File: src/rtl/display_scan_bcd.sv
// display_scan_bcd
// Binary-to-BCD converter (shift-and-add-3) feeding a multiplexed,
// active-low 7-segment display scanner with a decimal-point halt indicator.
// The busy output is registered. It asserts on the edge that accepts a
// strobe and drops one edge after the FSM returns to IDLE. With no pending
// value, busy is high for DATA_WIDTH+2 cycles.
// seg and dig are computed from next-state values and registered together,
// so a committed value is visible on the same edge that commits it.
// Optional build macro: LEADING_ZERO_BLANK_EN blanks zero digits above the
// most significant nonzero digit. Digit 0 is never blanked.
module display_scan_bcd #(
  parameter int unsigned NUM_DIGITS  = 4,
  parameter int unsigned DATA_WIDTH  = 32,
  parameter int unsigned REFRESH_DIV = 208333
) (
  input  logic                  clk,
  input  logic                  reset,
  input  logic [DATA_WIDTH-1:0] ValorSaida,
  input  logic                  EnableOut,
  input  logic                  halt,
  output logic [7:0]            seg,
  output logic [NUM_DIGITS-1:0] dig,
  output logic                  busy,
  output logic                  overflow
);

  localparam int unsigned BCD_W = 4 * NUM_DIGITS;
  localparam int unsigned CNT_W = $clog2(DATA_WIDTH + 1);
  localparam int unsigned REF_W = $clog2(REFRESH_DIV);
  localparam int unsigned IDX_W = (NUM_DIGITS > 1) ? $clog2(NUM_DIGITS) : 1;

  localparam logic [1:0] IDLE   = 2'd0;
  localparam logic [1:0] SHIFT  = 2'd1;
  localparam logic [1:0] COMMIT = 2'd2;

  // Converter state
  logic [1:0]            state_q,   state_d;
  logic [DATA_WIDTH-1:0] sr_q,      sr_d;
  logic [BCD_W-1:0]      bcd_q,     bcd_d;
  logic [CNT_W-1:0]      bit_cnt_q, bit_cnt_d;
  logic                  ovf_acc_q, ovf_acc_d;
  logic [DATA_WIDTH-1:0] pend_q,    pend_d;
  logic                  pend_v_q,  pend_v_d;

  // Committed display value
  logic [BCD_W-1:0]      digits_q,  digits_d;
  logic                  ovf_q,     ovf_d;
  logic                  busy_q,    busy_d;

  // Scanner state
  logic [REF_W-1:0]      ref_cnt_q, ref_cnt_d;
  logic [IDX_W-1:0]      idx_q,     idx_d;
  logic [7:0]            seg_q,     seg_d;
  logic [NUM_DIGITS-1:0] dig_q,     dig_d;

  // Helpers
  logic [BCD_W-1:0]      bcd_adj;
  logic                  load;
  logic [DATA_WIDTH-1:0] load_val;
  logic [3:0]            cur_digit;
  logic                  blank;
  logic [IDX_W-1:0]      msd_idx;
  logic [6:0]            seg7;

  // Active-low segment pattern {g,f,e,d,c,b,a} for one BCD digit
  function automatic logic [6:0] seg_decode(input logic [3:0] d);
    logic [6:0] s;
    case (d)
      4'd0:    s = 7'b1000000;
      4'd1:    s = 7'b1111001;
      4'd2:    s = 7'b0100100;
      4'd3:    s = 7'b0110000;
      4'd4:    s = 7'b0011001;
      4'd5:    s = 7'b0010010;
      4'd6:    s = 7'b0000010;
      4'd7:    s = 7'b1111000;
      4'd8:    s = 7'b0000000;
      4'd9:    s = 7'b0010000;
      default: s = 7'b1111111;
    endcase
    return s;
  endfunction

  // Add-3 correction of every BCD digit that is 5 or more
  always_comb begin
    bcd_adj = bcd_q;
    for (int unsigned k = 0; k < NUM_DIGITS; k++) begin
      if (bcd_q[4*k +: 4] >= 4'd5) begin
        bcd_adj[4*k +: 4] = bcd_q[4*k +: 4] + 4'd3;
      end
    end
  end

  // Next-state logic: converter FSM, pending slot, commit, reset override
  always_comb begin
    state_d   = state_q;
    sr_d      = sr_q;
    bcd_d     = bcd_q;
    bit_cnt_d = bit_cnt_q;
    ovf_acc_d = ovf_acc_q;
    pend_d    = pend_q;
    pend_v_d  = pend_v_q;
    digits_d  = digits_q;
    ovf_d     = ovf_q;
    busy_d    = 1'b0;
    ref_cnt_d = ref_cnt_q;
    idx_d     = idx_q;
    load      = 1'b0;
    load_val  = ValorSaida;

    case (state_q)
      IDLE: begin
        if (EnableOut) begin
          load = 1'b1;
        end
      end
      SHIFT: begin
        if (EnableOut) begin
          pend_d   = ValorSaida;
          pend_v_d = 1'b1;
        end
        // The top bit of the corrected accumulator leaves the display range
        ovf_acc_d = ovf_acc_q | bcd_adj[BCD_W-1];
        bcd_d     = {bcd_adj[BCD_W-2:0], sr_q[DATA_WIDTH-1]};
        sr_d      = {sr_q[DATA_WIDTH-2:0], 1'b0};
        bit_cnt_d = bit_cnt_q + CNT_W'(1);
        if (bit_cnt_q == CNT_W'(DATA_WIDTH - 1)) begin
          state_d = COMMIT;
        end
      end
      COMMIT: begin
        digits_d = bcd_q;
        ovf_d    = ovf_acc_q;
        state_d  = IDLE;
        // A strobe in this cycle is the newest pending value
        if (EnableOut) begin
          load     = 1'b1;
          pend_v_d = 1'b0;
        end else if (pend_v_q) begin
          load     = 1'b1;
          load_val = pend_q;
          pend_v_d = 1'b0;
        end
      end
      default: state_d = IDLE;
    endcase

    if (load) begin
      sr_d      = load_val;
      bcd_d     = '0;
      bit_cnt_d = '0;
      ovf_acc_d = 1'b0;
      state_d   = SHIFT;
    end

    busy_d = load | (state_q != IDLE);

    // Refresh divider and scan index
    if (ref_cnt_q == REF_W'(REFRESH_DIV - 1)) begin
      ref_cnt_d = '0;
      if (idx_q == IDX_W'(NUM_DIGITS - 1)) begin
        idx_d = '0;
      end else begin
        idx_d = idx_q + IDX_W'(1);
      end
    end else begin
      ref_cnt_d = ref_cnt_q + REF_W'(1);
    end

    if (reset) begin
      state_d   = IDLE;
      sr_d      = '0;
      bcd_d     = '0;
      bit_cnt_d = '0;
      ovf_acc_d = 1'b0;
      pend_d    = '0;
      pend_v_d  = 1'b0;
      ovf_d     = 1'b0;
      busy_d    = 1'b0;
      ref_cnt_d = '0;
      idx_d     = '0;
      for (int unsigned k = 0; k < NUM_DIGITS; k++) begin
        digits_d[4*k +: 4] = 4'((k + 1) % 10);
      end
    end
  end

  // Segment/digit drive computed from next-state values
  always_comb begin
    cur_digit = 4'd0;
    msd_idx   = '0;
    blank     = 1'b0;
    seg7      = 7'b1111111;
    for (int unsigned k = 0; k < NUM_DIGITS; k++) begin
      if (IDX_W'(k) == idx_d) begin
        cur_digit = digits_d[4*k +: 4];
      end
    end
`ifdef LEADING_ZERO_BLANK_EN
    for (int unsigned k = 1; k < NUM_DIGITS; k++) begin
      if (digits_d[4*k +: 4] != 4'd0) begin
        msd_idx = IDX_W'(k);
      end
    end
    blank = (idx_d > msd_idx);
`else
    blank = 1'b0;
`endif
    if (ovf_d) begin
      seg7 = 7'b0111111;
    end else if (blank) begin
      seg7 = 7'b1111111;
    end else begin
      seg7 = seg_decode(cur_digit);
    end
    seg_d = {~halt, seg7};
    dig_d = ~(NUM_DIGITS'(1) << idx_d);
  end

  // State and output registers
  always_ff @(posedge clk) begin
    state_q   <= state_d;
    sr_q      <= sr_d;
    bcd_q     <= bcd_d;
    bit_cnt_q <= bit_cnt_d;
    ovf_acc_q <= ovf_acc_d;
    pend_q    <= pend_d;
    pend_v_q  <= pend_v_d;
    digits_q  <= digits_d;
    ovf_q     <= ovf_d;
    busy_q    <= busy_d;
    ref_cnt_q <= ref_cnt_d;
    idx_q     <= idx_d;
    seg_q     <= seg_d;
    dig_q     <= dig_d;
  end

  assign seg      = seg_q;
  assign dig      = dig_q;
  assign busy     = busy_q;
  assign overflow = ovf_q;

endmodule

File: config.mk
export PLATFORM = sky130hd
export DESIGN_NAME = display_scan_bcd
export DESIGN_NICKNAME = d
export VERILOG_FILES = /design/src/rtl/display_scan_bcd.sv
export SDC_FILE = /design/constraint.sdc
export NUM_CORES = 1
export LEC_CHECK = 0
export ABC_AREA = 1
export BUFFER_PORTS_ARGS = -buffer_cell sky130_fd_sc_hd__buf_2
export CAP_MARGIN = 30
export CORE_MARGIN = 3
export CORE_UTILIZATION = 45
export DETAILED_ROUTE_END_ITERATION = 12
export PLACE_DENSITY = 0.62
export SLEW_MARGIN = 30
export SYNTH_ARGS = -nofsm -noshare
export SYNTH_HDL_FRONTEND = slang
export SYNTH_SLANG_ARGS = --single-unit
File: constraint.sdc
create_clock -name clk -period 3.69 [get_ports clk]
set_input_delay 0.738 -clock clk [delete_from_list [all_inputs] [get_ports clk]]
set_output_delay 0.738 -clock clk [all_outputs]
set_load 0.02 [all_outputs]
==> impl_table.tex <==
\begin{tabular}{lr}
\hline
Metric & Value \\
\hline
\multicolumn{2}{l}{\textbf{Drt}} \\
\quad Average wire per standard cell & 13.5 um \\
\quad Via count & 5,297 \\
\quad Antenna Nets Post-Route & 0 \\
\quad First-iteration detailed-routing DRC count & 292 \\
\quad First-pass iteration count of the detailed router & 5 \\
\quad Drt total wl & 13,300 um \\
\quad Ratio of routed vias to standard cells & between 5 and 6 \\
\quad Number of design rule violations left after detail routing & 0 \\
\multicolumn{2}{l}{\textbf{Clocking}} \\
\quad Number of buffers inserted by post-CTS setup repair & 0 \\
\quad CTS Root Cell & sky130\_fd\_sc\_hd\_\_clkbuf\_16 \\
\quad Clock input transition at the sequential cells of the worst setup and hold paths & $\sim$60 ps \\
\quad Number of clock buffers inserted by TritonCTS & 17 \\
\quad H-tree levels & 4 \\
\quad Count of hold-fix buffers inserted at cts & 0 \\
\quad Maximum buffer depth of the clock tree & 2 \\
\quad Post-cts gate resize count & 0 \\
\quad Number of sinks handled by clock tree synthesis & 140 \\
\quad Clock tree from TritonCTS & done \\
\quad Clock insertion delay at the later pin of the skew report & 420 ps \\
\multicolumn{2}{l}{\textbf{Cells and area}} \\
\quad Layout Cells excl Fill & between 900 and 1,000 \\
\quad Final \#Nets & between 800 and 900 \\
\quad Filler Cells Inserted & about 1,200 \\
\quad Post-synthesis to final-layout area growth & 15.8\% \\
\quad Final cell utilization of the core & between 50 and 60\% \\
\quad Layout cells sized above 1 & around 15\% \\
\quad Summed area of non-filler cells in the final layout & 7000 um2 \\
\quad Diodes inserted & 0 \\
\multicolumn{2}{l}{\textbf{STA}} \\
\quad Part of the cycle the worst path needs & 75.0\% \\
\quad Final max-slew violation count & 0 \\
\quad Final clock skew & between 8 and 9 ps \\
\quad Setup slack of the critical path after layout & 923 ps \\
\quad Number of failing hold endpoints at the final stage & 0 \\
\quad Max transition margin & a little under half \\
\quad Setup TNS & 0 ps \\
\quad Maximum achievable frequency & between 300 and 400 MHz \\
\quad Worst-Margin Slew & between 700 and 800 ps \\
\quad Endpoints failing setup & 0 \\
\quad RSZ-0062 raised after global routing & no \\
\quad Post-layout minimum cycle time & around 2800 ps \\
\quad Worst hold slack & about 460 ps \\
\multicolumn{2}{l}{\textbf{Synthesis}} \\
\quad YS warnings & 0 \\
\quad Summed instance area of the synthesized netlist & 6050 um2 \\
\quad Library cell with the highest instance count after synthesis & sky130\_fd\_sc\_hd\_\_dfxtp\_1 \\
\quad Number of enable flip-flop cells after synthesis & 0 \\
\quad Fraction of synthesis flops using an asynchronous set or reset pin & 0\% \\
\quad Flip-flop cell with the highest count after synthesis & sky130\_fd\_sc\_hd\_\_dfxtp\_1 \\
\quad Distinct cell type count after synthesis & 34 \\
\quad Net Count, Synth & slightly above 800 \\
\quad Sequential-to-total area share from yosys stat & 46.3\% \\
\quad Largest area contributor in the netlist & sky130\_fd\_sc\_hd\_\_dfxtp\_1 \\
\quad Synth Instances & $\sim$760 \\
\quad Most area-consuming cells after synthesis & sky130\_fd\_sc\_hd\_\_dfxtp\_1 46\%, sky130\_fd\_sc\_hd\_\_a21oi\_1 8.7\%, sky130\_fd\_sc\_hd\_\_nand2\_1 7.0\% \\
\quad Number of register bits inferred by synthesis & 140 \\
\quad Most numerous cell types in the synthesized netlist & 140 x sky130\_fd\_sc\_hd\_\_dfxtp\_1, 112 x sky130\_fd\_sc\_hd\_\_nand2\_1, 105 x sky130\_fd\_sc\_hd\_\_a21oi\_1, 65 x sky130\_fd\_sc\_hd\_\_inv\_1, 64 x sky130\_fd\_sc\_hd\_\_nand3\_1 \\
\quad Yosys top cell area share & 46.3\% \\
\quad Mean instance size in the synthesized netlist & approximately 8 um2 \\
\multicolumn{2}{l}{\textbf{Pwr}} \\
\quad Pwr Total & $\sim$3.5 mW \\
\quad Static leakage & 2.78 nW \\
\quad Power Dens Cells & about 500 nW/um2 \\
\quad Largest vdd supply drop & 0.000325 V \\
\multicolumn{2}{l}{\textbf{Floorplanning}} \\
\quad Ports & 50 \\
\quad DIE WIDTH & around 120 um \\
\quad Placeable core region & approximately 13,000 um2 \\
\quad Starting density of the core & between 40 and 50\% \\
\quad Number of placement rows & 41 \\
\quad Die Area & between 10,000 and 15,000 um2 \\
\quad Height of the die & 122 um \\
\multicolumn{2}{l}{\textbf{Critical path}} \\
\quad Category of the worst setup path launch point & register \\
\quad Type of destination of the critical path & register \\
\quad Worst Path Max Fanout & 32 \\
\quad CP Class & register to register \\
\quad Worst reg2reg setup slack & about 920 ps \\
\quad Required time of the critical path & approximately 4000 ps \\
\quad Worst R2R Path Depth & 11 \\
\quad Arrival time at the worst endpoint & 3110 ps \\
\multicolumn{2}{l}{\textbf{Global route}} \\
\quad Number of antenna violations at the first check in global routing & 0 \\
\quad Vias in the first global route & approximately 5,000 \\
\quad Maximum number of pins on one net before global-route repair & between 60 and 70 \\
\quad Total routing usage reported by global routing & 18.9\% \\
\quad Wire length of the first global-routing pass & between 20,000 and 25,000 um \\
\quad Total overflow reported by the global router & 0 \\
\multicolumn{2}{l}{\textbf{Place}} \\
\quad GPL Wtd Cong & 0.779 \\
\quad Port Buffers & 49 \\
\quad Cells after DPL & roughly 950 \\
\quad Minimum setup slack after placement & approximately 760 ps \\
\quad Placed instance area & 6430 um2 \\
\quad Half-perimeter wire length after detailed placement & 9020 um \\
\multicolumn{2}{l}{\textbf{Min path}} \\
\quad Worst hold path class & primary input to register \\
\quad Depth of the worst hold-timing path & 2 \\
\multicolumn{2}{l}{\textbf{Job}} \\
\quad Number of maximum-capacitance violations & 0 \\
\multicolumn{2}{l}{\textbf{Run status}} \\
\quad Run status & completed \\
\hline
\end{tabular}
where the power goes:
group / internal, mW / total [mW] / switching (mW) / leakage, nW
combinational: 0.0907 / 0.253 / 0.162 / 1.34
clock: 1.03 / 1.63 / 0.605 / 0.293
sequential: 1.57 / 1.61 / 0.0362 / 1.14
layout make-up:
type                            count  area [um2]  area share, %
Tap cell                          172         215           3.07
Clock buffer                       25         515           7.36
Timing Repair Buffer               60         328           4.68
Multi-Input combinational cell    508        2820           40.3
Inverter                           69         259           3.70
Sequential cell                   140        2800           40.0
Clock inverter                      7        60.1          0.858
cell families after synthesis:
group,Yosys count,share of synthesized area (%)
flip-flops,140,46.3
AND/OR/NAND/NOR,266,20.4
adder cells (fa/ha/maj),17,3.52
buffers and inverters,113,7.14
AO/OA/AOI/OAI,215,21.2
XOR/XNOR,10,1.45
critical path, cell delays in order (launching register included):
cell,delay [ps]
sky130_fd_sc_hd__dfxtp_1,300
sky130_fd_sc_hd__inv_1,130
sky130_fd_sc_hd__nand2_2,220
sky130_fd_sc_hd__inv_1,490
sky130_fd_sc_hd__nand2_1,190
sky130_fd_sc_hd__nand2_1,170
sky130_fd_sc_hd__buf_4,350
sky130_fd_sc_hd__nor2_1,120
sky130_fd_sc_hd__inv_1,90
sky130_fd_sc_hd__buf_4,300
sky130_fd_sc_hd__o221ai_1,160
sky130_fd_sc_hd__a21oi_1,150
layout by cell type, fill, tap and decap left out, types with 11 or more instances in the layout:
| master | netlist | routed |
|---|---|---|
| sky130_fd_sc_hd__nand3_1 | 64 | 64 |
| sky130_fd_sc_hd__nand2_1 | 112 | 112 |
| sky130_fd_sc_hd__o22ai_1 | 30 | 30 |
| sky130_fd_sc_hd__o211ai_1 | 13 | 13 |
| sky130_fd_sc_hd__clkbuf_16 | 0 | 17 |
| sky130_fd_sc_hd__dfxtp_1 | 140 | 140 |
| sky130_fd_sc_hd__o21ai_0 | 30 | 30 |
| sky130_fd_sc_hd__buf_2 | 6 | 49 |
| sky130_fd_sc_hd__o221ai_1 | 30 | 30 |
| sky130_fd_sc_hd__a21oi_1 | 105 | 105 |
| sky130_fd_sc_hd__ha_1 | 17 | 17 |
| sky130_fd_sc_hd__buf_4 | 0 | 11 |
| sky130_fd_sc_hd__nor2_1 | 46 | 44 |
| sky130_fd_sc_hd__nor3_1 | 11 | 11 |
| sky130_fd_sc_hd__inv_1 | 65 | 65 |
worst paths after layout:
check                                               end                    start
worst min register to register  pend_q[23]$_SDFFE_PP0P_  pend_q[23]$_SDFFE_PP0P_
worst max-delay path              sr_q[26]$_SDFFE_PP0P_  state_q[0]$_SDFFE_PP0P_
worst max register to register    sr_q[26]$_SDFFE_PP0P_  state_q[0]$_SDFFE_PP0P_
worst min-delay path                     seg[7]$_DFF_P_                     halt
flip-flops by register name (all words and copies together), names as in the netlist:
name       count
ref_cnt_q     18
digits_q      16
bcd_q         16
busy           1
state_q        2
sr_q          32
idx_q          2
overflow       1
ovf_acc_q      1
pend_v_q       1
seg            8
bit_cnt_q      6
dig            4
pend_q        32
layer usage:
metal | part of all wire, % | GRT usage [%] | vias up
met3 | 4.6 | 4.32 | 19
met2 | 47 | 30.9 | 109
met4 | 1.8 | 8.33 | 0
li1 | - | - | 2705
met5 | 0 | 0 | -
met1 | 47 | 24.0 | 2464
Note: power is estimated with default switching activity, not from simulation.
